### config.mk
export PLATFORM = sky130hd
export DESIGN_NAME = spi_peripheral
export DESIGN_NICKNAME = d
export VERILOG_FILES = /design/src/rtl/spi_peripheral_pkg.sv /design/src/rtl/spi_sync.sv /design/src/rtl/spi_peripheral.sv
export SDC_FILE = /design/constraint.sdc
export NUM_CORES = 1
export LEC_CHECK = 0
export ABC_AREA = 0
export CAP_MARGIN = 20
export CELL_PAD_IN_SITES_DETAIL_PLACEMENT = 1
export CELL_PAD_IN_SITES_GLOBAL_PLACEMENT = 2
export CORE_MARGIN = 2
export CORE_UTILIZATION = 37
export DETAILED_ROUTE_END_ITERATION = 12
export GPL_ROUTABILITY_DRIVEN = 1
export PLACE_DENSITY = 0.87
export SLEW_MARGIN = 25
export SYNTH_ARGS = -nofsm -noshare
export SYNTH_HDL_FRONTEND = slang
export SYNTH_SLANG_ARGS = --single-unit
### constraint.sdc
create_clock -name clk -period 3.5 [get_ports clk]
set_clock_uncertainty 0.05 [all_clocks]
set_input_delay 0.35 -clock clk [delete_from_list [all_inputs] [get_ports clk]]
set_output_delay 0.35 -clock clk [all_outputs]
set_load 0.01 [all_outputs]
### src/rtl/spi_peripheral_pkg.sv
// rtl/spi_peripheral_pkg.sv - shared types and constants for the SPI register peripheral
package spi_peripheral_pkg;

    typedef enum logic [1:0] {
        ST_IDLE   = 2'd0,
        ST_SHIFT  = 2'd1,
        ST_COMMIT = 2'd2
    } spi_state_e;

    localparam int FRAME_BITS = 16;
    localparam int NUM_REGS   = 5;

    localparam logic [6:0] ADDR_EN_OUT_7_0  = 7'h00;
    localparam logic [6:0] ADDR_EN_OUT_15_8 = 7'h01;
    localparam logic [6:0] ADDR_EN_PWM_7_0  = 7'h02;
    localparam logic [6:0] ADDR_EN_PWM_15_8 = 7'h03;
    localparam logic [6:0] ADDR_PWM_DUTY    = 7'h04;

    // Bit counter stops here so long frames stay distinguishable from exact ones
    localparam logic [4:0] CNT_SAT   = 5'd17;
    localparam logic [4:0] CNT_FRAME = 5'(FRAME_BITS);

endpackage

### src/rtl/spi_sync.sv
// rtl/spi_sync.sv - multi-flop synchronizer with rising/falling edge pulses
module spi_sync #(
    parameter int   STAGES    = 2,
    parameter logic RESET_VAL = 1'b0
) (
    input  logic clk,
    input  logic rst_n,
    input  logic d_in,
    output logic d_sync,
    output logic rise,
    output logic fall
);

    logic [STAGES-1:0] chain_q;
    logic [STAGES-1:0] chain_d;
    logic              prev_q;
    logic              prev_d;

    // Shift the asynchronous input along the chain; remember last synchronized value
    always_comb begin
        chain_d = {chain_q[STAGES-2:0], d_in};
        prev_d  = chain_q[STAGES-1];
    end

    // Chain and history flops, reset to the idle level of this SPI line
    always_ff @(posedge clk) begin
        if (!rst_n) begin
            chain_q <= {STAGES{RESET_VAL}};
            prev_q  <= RESET_VAL;
        end else begin
            chain_q <= chain_d;
            prev_q  <= prev_d;
        end
    end

    assign d_sync = chain_q[STAGES-1];
    assign rise   = d_sync & ~prev_q;
    assign fall   = ~d_sync & prev_q;

endmodule

### src/rtl/spi_peripheral.sv
// rtl/spi_peripheral.sv - SPI mode-0 write-register peripheral, optional readback via SPI_READBACK_EN
module spi_peripheral
    import spi_peripheral_pkg::*;
#(
    parameter int         SYNC_STAGES = 2,
    parameter logic [6:0] MAX_ADDR    = 7'h04
) (
    input  logic       clk,
    input  logic       rst_n,
    input  logic       sclk,
    input  logic       copi,
    input  logic       ncs,
    output logic       cipo,
    output logic [7:0] en_reg_out_7_0,
    output logic [7:0] en_reg_out_15_8,
    output logic [7:0] en_reg_pwm_7_0,
    output logic [7:0] en_reg_pwm_15_8,
    output logic [7:0] pwm_duty_cycle
);

    // Cycles after reset before the ncs synchronizer reflects the real pin
    localparam logic [7:0] SETTLE_CYCLES = 8'(SYNC_STAGES + 1);

    logic sclk_s, sclk_rise, sclk_fall;
    logic copi_s, copi_rise, copi_fall;
    logic ncs_s,  ncs_rise,  ncs_fall;

    spi_sync #(.STAGES(SYNC_STAGES), .RESET_VAL(1'b0)) u_sync_sclk (
        .clk(clk), .rst_n(rst_n), .d_in(sclk),
        .d_sync(sclk_s), .rise(sclk_rise), .fall(sclk_fall)
    );

    spi_sync #(.STAGES(SYNC_STAGES), .RESET_VAL(1'b0)) u_sync_copi (
        .clk(clk), .rst_n(rst_n), .d_in(copi),
        .d_sync(copi_s), .rise(copi_rise), .fall(copi_fall)
    );

    spi_sync #(.STAGES(SYNC_STAGES), .RESET_VAL(1'b1)) u_sync_ncs (
        .clk(clk), .rst_n(rst_n), .d_in(ncs),
        .d_sync(ncs_s), .rise(ncs_rise), .fall(ncs_fall)
    );

    logic unused_edges;
    assign unused_edges = ^{sclk_s, copi_rise, copi_fall, sclk_fall};

    spi_state_e state_q, state_d;
    logic [4:0]  cnt_q, cnt_d;
    logic [15:0] shift_q, shift_d;
    logic [7:0]  regs_q [NUM_REGS];
    logic [7:0]  regs_d [NUM_REGS];
    logic [7:0]  settle_q, settle_d;
    logic        armed_q, armed_d;
    logic [6:0]  wr_addr;
    logic        wr_en;

    assign wr_addr = shift_q[14:8];
    assign wr_en   = shift_q[15] && (wr_addr <= MAX_ADDR);

    // Only accept an ncs falling edge once ncs has been seen high after reset,
    // so a chip select held low across reset cannot start a bogus frame
    always_comb begin
        settle_d = settle_q;
        armed_d  = armed_q;
        if (settle_q != SETTLE_CYCLES) begin
            settle_d = settle_q + 8'd1;
        end else if (ncs_s) begin
            armed_d = 1'b1;
        end
    end

    // Frame FSM: collect bits while selected, commit only exact 16-bit frames
    always_comb begin
        state_d = state_q;
        cnt_d   = cnt_q;
        shift_d = shift_q;
        for (int i = 0; i < NUM_REGS; i++) begin
            regs_d[i] = regs_q[i];
        end
        case (state_q)
            ST_IDLE: begin
                if (ncs_fall && armed_q) begin
                    state_d = ST_SHIFT;
                    cnt_d   = 5'd0;
                    shift_d = 16'h0000;
                end
            end
            ST_SHIFT: begin
                if (ncs_rise) begin
                    state_d = (cnt_q == CNT_FRAME) ? ST_COMMIT : ST_IDLE;
                end else if (sclk_rise) begin
                    shift_d = {shift_q[14:0], copi_s};
                    if (cnt_q != CNT_SAT) begin
                        cnt_d = cnt_q + 5'd1;
                    end
                end
            end
            ST_COMMIT: begin
                state_d = ST_IDLE;
                if (wr_en) begin
                    for (int i = 0; i < NUM_REGS; i++) begin
                        if (wr_addr == 7'(i)) begin
                            regs_d[i] = shift_q[7:0];
                        end
                    end
                end
            end
            default: state_d = ST_IDLE;
        endcase
    end

    // Frame state and register file
    always_ff @(posedge clk) begin
        if (!rst_n) begin
            state_q  <= ST_IDLE;
            cnt_q    <= 5'd0;
            shift_q  <= 16'h0000;
            settle_q <= 8'd0;
            armed_q  <= 1'b0;
            for (int i = 0; i < NUM_REGS; i++) begin
                regs_q[i] <= 8'h00;
            end
        end else begin
            state_q  <= state_d;
            cnt_q    <= cnt_d;
            shift_q  <= shift_d;
            settle_q <= settle_d;
            armed_q  <= armed_d;
            for (int i = 0; i < NUM_REGS; i++) begin
                regs_q[i] <= regs_d[i];
            end
        end
    end

    assign en_reg_out_7_0  = regs_q[ADDR_EN_OUT_7_0[2:0]];
    assign en_reg_out_15_8 = regs_q[ADDR_EN_OUT_15_8[2:0]];
    assign en_reg_pwm_7_0  = regs_q[ADDR_EN_PWM_7_0[2:0]];
    assign en_reg_pwm_15_8 = regs_q[ADDR_EN_PWM_15_8[2:0]];
    assign pwm_duty_cycle  = regs_q[ADDR_PWM_DUTY[2:0]];

`ifdef SPI_READBACK_EN
    logic [7:0] tx_q, tx_d;
    logic       cipo_q, cipo_d;
    logic       rd_q, rd_d;
    logic [6:0] rd_addr;
    logic [7:0] rd_data;

    // Address is complete on the 8th rising edge: 6 bits held plus the incoming one
    assign rd_addr = {shift_q[5:0], copi_s};

    // Register selected by the incoming read address, zero when out of range
    always_comb begin
        rd_data = 8'h00;
        for (int i = 0; i < NUM_REGS; i++) begin
            if ((rd_addr == 7'(i)) && (rd_addr <= MAX_ADDR)) begin
                rd_data = regs_q[i];
            end
        end
    end

    // Transmit path: load after the address byte; MSB must be valid for the 9th
    // rising edge, so shifting starts on the falling edge after that one
    always_comb begin
        tx_d   = tx_q;
        cipo_d = cipo_q;
        rd_d   = rd_q;
        if ((state_q != ST_SHIFT) || ncs_rise) begin
            tx_d   = 8'h00;
            cipo_d = 1'b0;
            rd_d   = 1'b0;
        end else if (sclk_rise && (cnt_q == 5'd7) && !shift_q[6]) begin
            rd_d   = 1'b1;
            tx_d   = rd_data;
            cipo_d = rd_data[7];
        end else if (sclk_fall && rd_q && (cnt_q >= 5'd9)) begin
            tx_d   = {tx_q[6:0], 1'b0};
            cipo_d = tx_q[6];
        end
    end

    // Transmit shift register and registered cipo
    always_ff @(posedge clk) begin
        if (!rst_n) begin
            tx_q   <= 8'h00;
            cipo_q <= 1'b0;
            rd_q   <= 1'b0;
        end else begin
            tx_q   <= tx_d;
            cipo_q <= cipo_d;
            rd_q   <= rd_d;
        end
    end

    assign cipo = cipo_q;
`else
    assign cipo = 1'b0;
`endif

endmodule

==> out/results.ini <==
[global_route]
grt_max_degree = 45
grt_pass1_wl_um = 11800
overflow = 0
grt_antenna_before_repair = 0
grt.total_usage = 0.152
grt_pass1_vias = 2422

[floorplanning]
die_h_um = 98.4
num_rows = 34
fp.dieW_um = 98.4
ios = 46
dieArea_um2 = 9690
core_area_um2 = 8680
initial_utilization = 0.380

[clock_network]
cts_setup_buffers = 0
cts_max_path_buffers = 2
cts_buffers = 9
path_clk_slew_ns = 0.09
cts-root-buf = clkbuf_8
cts_hold_buf = 0
htreeDepth = 3
clock-sinks = 80
cts_tree = done
clk_latency_ns = 0.36
cts_resized = 0

[place]
dp_slack_ns = 1.15
placed_cells = 464
place_congestion = 0.781
hpwl_um = 4770
io_buffers = 44

[routing]
via_per_inst = 5.02
ant_nets = 0
drt-total-wl_um = 6930
drtIter0Drc = 56
drc = 0
drt_first_pass_iters = 4
wl_per_cell_um = 14.4
vias = 2408

[power_and_ir_drop]
cellLeakagePower_nw = 1.58
power.density_nw_per_um2 = 412
max-vdd-ir-drop_mv = 0.196
power.total_mw = 1.62

[cells_and_area]
fillerInstances = 1003
instances_no_fill = 480
layout-drive-gt1-share = 0.0753
layout_commonest_cell = dfxtp_1
fin_nets = 376
final_cell_mix = 80 x dfxtp_1, 54 x nand2_1, 43 x clkdlybuf4s50_1
n_antenna_cell = 0
syn2layout_area_growth_pct = 19.0

[logic_synthesis]
ys_warn_count = 0
synth_compound_area_frac = 0.0637
synth_simple_gate_area_frac = 0.241
synth_area_um2 = 3300
synth_fp_nets = 341
ys_types = 42
synth_top_family_by_area = simple AND/OR/NAND/NOR gates
synthMuxAreaShare = 0.124
netlist_instances = 332
ys.flop_type = dfxtp_1
seq_area_frac_synth = 0.486
synth_edf_count = 0
synth_seq_cells = 80
async_flop_share = 0
syn_avg_cell_area_um2 = 9.93
synth_xor_area_frac = 0.0186
synthAdderAreaFrac = 0.0152

[timing]
layout_setup_ws_ns = 1.16
setup_violations = 0
setup-tns-final_ns = 0
rsz0062_at_grt = no
worst_pin_slew_ns = 0.722
finalCriticalPeriod_ns = 2.34
period_share = 0.669
fmax_mhz = 427
drv_slew = 0
hold_viol = 0
maxSlewHeadroom = 0.518
holdWs_ns = 0.365

[setup_path]
crit_slowest_cell = dfxtp_1
path_max_fanout = 21
path_class = register to register
critPathArrivalTime_ns = 2.56
worstPathCellList = nor2b_4 -> and4b_1 -> nand3_1 -> o32ai_1
required_ns = 3.72
crit_path_end_kind = register
worstSetupStartpointType = register
critPathTopFamily = simple AND/OR/NAND/NOR gates
slowest_delay_ns = 0.73
cp_num_buf_inv = 0

[worst_hold_path]
min_path_type = register to register

[run_status]
status = finished, final reports clean

[run]
drv_cap = 0

-- power breakdown --
group | switching [mW] | internal, mW | leakage [nW] | total [mW]
clock | 0.370 | 0.263 | 0.0785 | 0.633
sequential | 0.00902 | 0.922 | 0.646 | 0.931
combinational | 0.0305 | 0.0231 | 0.852 | 0.0536
total | 0.410 | 1.21 | 1.58 | 1.62
-- per-stage QoR --
step	utilization	cell area [um2]
final	0.452	3920
after global routing	0.452	3920
after CTS	0.452	3920
after detailed placement	0.431	3740
after global placement	0.431	3740
after floorplan	-	3300
-- kinds of logic after synthesis --
group | Yosys count
compound gates | 28
mux | 41
other cells | 1
xor+xnor | 7
flops | 80
buf+inv | 28
simple gates | 143
fa+ha+maj | 4
-- path summary, 6_finish.rpt --
| check | from | to | slack [ns] | depth (start not counted) |
|---|---|---|---|---|
| setup / recovery | state_q[0] | cnt_q[3] | 1.16 | 4 |
| hold / removal | u_sync_ncs.chain_q[0] | u_sync_ncs.chain_q[1] | 0.36 | 1 |
| setup reg to reg | state_q[0] | cnt_q[3] | 1.16 | 4 |
| hold reg to reg | u_sync_ncs.chain_q[0] | u_sync_ncs.chain_q[1] | 0.36 | 1 |
-- worst register-to-register path: stages, from the launching register on --
cell and delay (ns):
dfxtp_1 0.73, nor2b_4 0.32, and4b_1 0.62, nand3_1 0.23, o32ai_1 0.29
-- cell type report --
class / instances / area, um2 / area share
Clock buffer: 9 / 124 / 0.0316
Multi-Input combinational cell: 224 / 1530 / 0.390
Clock inverter: 7 / 56.3 / 0.0143
Inverter: 5 / 18.8 / 0.00478
Sequential cell: 80 / 1600 / 0.408
Tap cell: 108 / 135 / 0.0344
Timing Repair Buffer: 47 / 458 / 0.117
-- registers in the layout, summed over array words and instances, names as in the netlist --
signal and flops:
cnt_q 5, state_q 2, u_sync_sclk.prev_q 1, u_sync_sclk.chain_q 2, u_sync_ncs.prev_q 1, u_sync_copi.chain_q 2, u_sync_ncs.chain_q 2, regs_q 40
settle_q 8, shift_q 16, armed_q 1
-- per-layer routing --
| layer | vias to the layer above | share of wire | track usage |
|---|---|---|---|
| li1 | 1213 | - | - |
| met1 | 1140 | 0.49 | 0.194 |
| met2 | 47 | 0.46 | 0.243 |
| met3 | 8 | 0.041 | 0.0468 |
| met4 | 0 | 0.013 | 0.0569 |
| met5 | - | 0 | 0 |
-- cell usage after synthesis (2+ instances only) --
master,instances,area (um2)
nand2_1,54,203
and2_1,6,37.5
a21boi_0,9,67.6
nor2_1,12,45.0
mux2i_1,41,410
buf_6,7,78.8
nand4b_1,17,149
nand2b_1,4,25.0
clkbuf_1,12,45.0
ha_1,4,50.1
o32ai_1,2,17.5
a21boi_1,9,67.6
nor2b_1,9,56.3
and3_1,2,12.5
dfxtp_1,80,1600
a22oi_1,3,22.5
nand3_1,23,115
inv_1,5,18.8
nor3_1,3,15.0
xor2_1,3,26.3
nand3b_2,2,22.5
buf_4,2,15.0
xnor2_1,4,35.0
Note: power is estimated with default switching activity, not from simulation.
